<file path="config.mk">
export PLATFORM = sky130hd
export DESIGN_NAME = qpsk_nco_ctrl
export DESIGN_NICKNAME = d
export VERILOG_FILES = /design/src/rtl/qpsk_pkg.sv /design/src/rtl/qpsk_nco_ctrl.sv
export SDC_FILE = /design/constraint.sdc
export NUM_CORES = 1
export LEC_CHECK = 0
export BUFFER_PORTS_ARGS = -buffer_cell sky130_fd_sc_hd__buf_2
export CORE_MARGIN = 2
export CORE_UTILIZATION = 40
export DETAILED_ROUTE_END_ITERATION = 8
export PLACE_DENSITY_LB_ADDON = 0.15
export SLEW_MARGIN = 20
export SYNTH_ARGS = -nofsm -noshare
export SYNTH_HDL_FRONTEND = slang
export SYNTH_SLANG_ARGS = --single-unit
</file>
<file path="constraint.sdc">
create_clock -name clk_fs -period 2.2 [get_ports clk_fs]
set_input_delay 0.11 -clock clk_fs [delete_from_list [all_inputs] [get_ports clk_fs]]
set_output_delay 0.11 -clock clk_fs [all_outputs]
set_load 0.01 [all_outputs]
</file>
<file path="src/rtl/qpsk_pkg.sv">
// Shared definitions for the QPSK modulator: scheduler states, default phase width,
// and the Gray dibit to carrier-phase mapping.
package qpsk_pkg;

    localparam int QPSK_PH_W = 14;

    typedef enum logic [1:0] {
        IDLE = 2'd0,
        LOAD = 2'd1,
        FILL = 2'd2,
        RUN  = 2'd3
    } state_e;

    // Odd octant (2*k+1) per Gray index k; the phase word is this value placed in the top 3 bits.
    localparam logic [2:0] OCT_00 = 3'd1;
    localparam logic [2:0] OCT_01 = 3'd3;
    localparam logic [2:0] OCT_11 = 3'd5;
    localparam logic [2:0] OCT_10 = 3'd7;

    function automatic logic [2:0] dibit_octant(input logic [1:0] dibit);
        logic [2:0] oct;
        oct = OCT_00;
        case (dibit)
            2'b00: oct = OCT_00;
            2'b01: oct = OCT_01;
            2'b11: oct = OCT_11;
            2'b10: oct = OCT_10;
            default: oct = OCT_00;
        endcase
        return oct;
    endfunction

endpackage

</file>
<file path="src/rtl/qpsk_nco_ctrl.sv">
// Symbol scheduler for the I/Q cosine NCO: accepts Gray dibits, restarts the NCO at the
// symbol phase, hides the NCO fill latency, then flags SYM_LEN valid samples per symbol.
module qpsk_nco_ctrl
    import qpsk_pkg::*;
#(
    parameter int PH_W      = QPSK_PH_W,
    parameter int SYM_LEN   = 64,
    parameter int NCO_LAT   = 5,
    parameter int PHI_Q_OFS = 0
) (
    input  logic            clk_fs,
    input  logic            rst,
    input  logic            enable,
    input  logic [PH_W-1:0] cfg_omega,
    input  logic            sym_valid,
    output logic            sym_ready,
    input  logic [1:0]      sym_data,
    output logic            nco_rst_n,
    output logic [PH_W-1:0] omega_n_I,
    output logic [PH_W-1:0] omega_n_Q,
    output logic [PH_W-1:0] phi_n_I,
    output logic [PH_W-1:0] phi_n_Q,
    output logic            mod_valid,
    output logic            sym_start,
    output logic            underrun
);

    localparam int CNT_W = $clog2(SYM_LEN);
    localparam int LAT_W = $clog2(NCO_LAT + 1);
    localparam logic [CNT_W-1:0] CNT_LAST = CNT_W'(SYM_LEN - 1);
    localparam logic [LAT_W-1:0] LAT_LAST = LAT_W'(NCO_LAT - 1);
    localparam logic [PH_W-1:0]  Q_OFS    = PH_W'(PHI_Q_OFS);

    state_e          state_q, state_d;
    logic [CNT_W-1:0] cnt_q, cnt_d;
    logic [LAT_W-1:0] lat_q, lat_d;
    logic [PH_W-1:0] omega_q, omega_d;
    logic [PH_W-1:0] phi_i_q, phi_i_d;
    logic [PH_W-1:0] phi_q_q, phi_q_d;
    logic            underrun_q, underrun_d;

    logic            sym_last;
    logic            xfer;
    logic [PH_W-1:0] phi_map;

    assign sym_last = (state_q == RUN) && (cnt_q == CNT_LAST);
    assign phi_map  = {dibit_octant(sym_data), {(PH_W-3){1'b0}}};

    // Outputs are forced inactive while rst is high so nothing is accepted or released during reset.
    assign sym_ready = !rst && enable && ((state_q == IDLE) || sym_last);
    assign xfer      = sym_valid && sym_ready;
    assign nco_rst_n = !rst && ((state_q == FILL) || (state_q == RUN));
    assign mod_valid = !rst && (state_q == RUN);
    assign sym_start = !rst && (state_q == RUN) && (cnt_q == '0);

    assign omega_n_I = omega_q;
    assign omega_n_Q = omega_q;
    assign phi_n_I   = phi_i_q;
    assign phi_n_Q   = phi_q_q;
    assign underrun  = underrun_q;

    // NOTE: every next-state variable gets its hold value first, so no path leaves one unassigned (no latches).
    always_comb begin
        state_d    = state_q;
        cnt_d      = cnt_q;
        lat_d      = lat_q;
        omega_d    = omega_q;
        phi_i_d    = phi_i_q;
        phi_q_d    = phi_q_q;
        underrun_d = underrun_q;

        case (state_q)
            IDLE: begin
                if (xfer) state_d = LOAD;
            end
            LOAD: begin
                state_d = FILL;
                lat_d   = '0;
            end
            FILL: begin
                if (lat_q == LAT_LAST) begin
                    state_d = RUN;
                    cnt_d   = '0;
                end else begin
                    lat_d = lat_q + LAT_W'(1);
                end
            end
            RUN: begin
                if (sym_last) begin
                    if (xfer) begin
                        state_d = LOAD;
                    end else begin
                        if (enable) underrun_d = 1'b1;
                        state_d = IDLE;
                    end
                end else begin
                    cnt_d = cnt_q + CNT_W'(1);
                end
            end
            default: state_d = IDLE;
        endcase

        if (xfer) begin
            omega_d = cfg_omega;
            phi_i_d = phi_map;
            phi_q_d = phi_map + Q_OFS;
        end
    end

    // NOTE: state updates use non-blocking assignments so every register samples pre-edge values.
    always_ff @(posedge clk_fs) begin
        if (rst) begin
            state_q    <= IDLE;
            cnt_q      <= '0;
            lat_q      <= '0;
            omega_q    <= '0;
            phi_i_q    <= '0;
            phi_q_q    <= '0;
            underrun_q <= 1'b0;
        end else begin
            state_q    <= state_d;
            cnt_q      <= cnt_d;
            lat_q      <= lat_d;
            omega_q    <= omega_d;
            phi_i_q    <= phi_i_d;
            phi_q_q    <= phi_q_d;
            underrun_q <= underrun_d;
        end
    end

endmodule

</file>
==> metrics.cfg <==
[status]
outcome = finished clean

[setup_path]
cp-end-kind = flop
startpoint_type = flop
crit_fanout = 7
crit_arrival_ns = 2.27
r2r_cells = 6
crit_type = reg2reg
timing.rr.start = state_q[0]
worst-endpoint-required_ns = 2.41
startpoint = state_q[0]
r2r_setup_slack_ns = 0.14

[sta]
setup_violations = 0
timing.final.crit_share_pct = 93.5
rsz0062_at_grt = false
maxSlewHeadroom_pct = 63.5
timing.hold.ws_ns = 0.144
skew_ns = 0.00206
hold_viol_final = 0
tns_ns = 0
maxSlewViolCount = 0
tightest_slew_ns = 0.547
clock.fmax_ghz = 0.486
period_needed_ns = 2.06

[die]
core_area_sq_mm = 0.00409
die_y_microns = 69.9
rows = 23
ioPinCount = 81
die_w_microns = 69.9
initial_core_util_pct = 42.5
die_area_sq_mm = 0.00489

[detailed_routing]
ant_nets = 0
wl_microns = 3640
vias = 1439
drt_pass1_iterations = 4
wl_per_cell_microns = 12.3
drc_errors = 0
vias_per_cell = 4.88
drt_iter0_drc = 51

[synthesis]
synth_top_area_share_pct = 33.4
synthesis.area_sq_mm = 0.00174
synth_seq_cells = 29
avgSynthCellArea_sq_um = 8.73
seq_area_frac_synth_pct = 33.4
synth_cell_type_count = 40
synthTopCellsByArea = dfxtp_1 33%, buf_4 17%, ha_1 8.6%
ys_warn_count = 0
synth_cells = 199
synth_top_area_cell = dfxtp_1

[hold_path]
hold_class = in2reg
holdPathStages = 3
holdCritStartpoint = cfg_omega[0]

[clock_network]
clkSinkCount = 29
postCtsHoldBufs = 0
path_clk_slew_ns = 0.06
clk_latency_ns = 0.28
ctsRootBufferMaster = clkbuf_8
htreeDepth = 2
clockBufferDepth = 2
cts_made_buffers = 5
cts_tree = done

[power]
intPower_uw = 1050
p_total_uw = 1640
switching_share_pct = 35.9
p_comb_share_pct = 36.6
p_seq_share_pct = 38.1
power.switching_uw = 589
power_density_mw_per_mm2 = 835
cellLeakagePower_uw = 0.00103
power.share.clock_pct = 25.3
irDropWorstVdd_v = 0.000411

[grt]
grtUsageTotal_pct = 14.8
grt-ovfl-total = 0
grt_max_degree = 19
grt_first_pass_wirelength_microns = 5770
antenna_found_initial = 0
grt_pass1_vias = 1270

[final_layout]
area_growth_syn_to_layout_pct = 12.8
diodes = 0
stdcell_count = 295
final_area_sq_mm = 0.00196
final_nets = 276
drive_gt1_share_pct = 36.7

[place]
routabilityCongestion = 0.790
port_buffers = 58
dpl_cell_area_sq_mm = 0.00186
dp.cells = 285
hpwl_microns = 2610

[flow_run]
drv_cap = 0

through the flow:
stage | setup WS, ns | util [%]
after floorplan | 0.446 | -
final | 0.143 | 48.0
after global placement | 0.241 | 45.6
after CTS | 0.139 | 47.6
after detailed placement | 0.192 | 45.6
after global routing | 0.00899 | 48.0
cell type report:
| type | count | area (sq um) |
|---|---|---|
| clock inverter | 2 | 10.0 |
| sequential | 29 | 581 |
| clock buffer | 6 | 72.6 |
| fill | 432 | 2130 |
| multi-input combinational | 133 | 865 |
| tap | 50 | 62.6 |
| timing repair buffer | 63 | 325 |
| inverter | 12 | 45.0 |
cell usage after synthesis (all sizes together):
master   number
a21boi        2
and3b         1
and2          1
clkinv        1
or3b          1
and4          1
inv          11
o2111ai       1
o211ai        1
nor4          2
o21ai         7
clkbuf        5
a211o         1
a31o         15
nor2          7
nand2b        1
nand2         8
dfxtp        29
a41oi         1
ha           12
nand3b        1
or2b          1
o31ai         2
conb          1
a21oi        12
nand4         2
o31a          1
and3         17
a211oi        1
or3           3
nand3         5
or4           1
buf          41
nand4b        1
nor2b         1
a21bo         1
kinds of logic (layout without fill, tap and decap cells):
| logic type | Yosys count | after routing | share of synthesized area (%) |
|---|---|---|---|
| buffers and inverters | 58 | 83 | 21.5 |
| AND/OR/NAND/NOR | 54 | 54 | 17.9 |
| adder cells (fa/ha/maj) | 12 | 12 | 8.64 |
| AO/OA/AOI/OAI | 45 | 45 | 18.4 |
| flip-flops | 29 | 29 | 33.4 |
| other | 1 | 22 | 0.216 |
power groups by stage:
stage	clock network (uW)	registers, uW	logic [uW]
2_1_floorplan	0	651	453
3_3_place_gp	0	635	584
3_5_place_dp	0	638	580
4_1_cts	430	625	586
5_1_grt	462	634	661
6_report	414	625	599
worst paths after layout:
check	end
max reg2reg	cnt_q[5]
min reg2reg	lat_q[0]
max	cnt_q[5]
min	omega_n_I[0]
layout by cell type, fill, tap and decap left out, types with 2 or more instances in the layout:
cell / n
buf_2: 58
a31o_2: 15
a21boi_0: 2
clkbuf_8: 5
nand3_1: 5
nand2_1: 8
nand4_1: 2
conb_1: 22
or3_1: 3
ha_1: 12
o21ai_0: 5
inv_1: 11
o31ai_1: 2
clkinv_2: 2
buf_4: 4
dfxtp_1: 29
and3_1: 17
a21oi_1: 12
nor4_1: 2
nor2_1: 7
registers in the layout, summed over array words and instances, names as in the netlist:
name       flops
phi_n_I        3
underrun       1
omega_n_I     14
lat_q          3
cnt_q          6
state_q        2
metal layers:
layer / vias to the layer above / wire length, microns / GRT usage (%) / share of wire, %
li1: 728 / - / - / -
met1: 657 / 1660 / 17.6 / 46
met2: 47 / 1650 / 24.0 / 45
met3: 7 / 260 / 5.19 / 7.1
met4: 0 / 65 / 6.41 / 1.8
met5: - / 0 / 0 / 0
worst max-delay path, stage by stage, from the launching register on:
cell,delay [ns]
dfxtp_1,0.35
inv_1,0.11
ha_1,0.30
a21boi_0,0.21
a211o_2,0.40
or4_1,0.47
a21oi_1,0.14
timing repair:
action / in CTS / in global routing
hold endpoints to repair: 0 / 0
setup buffers: 0 / 2
endpoints found under the setup margin: 0 / 1
gates resized for setup: 0 / 1
(Power assumes the default switching activity.)
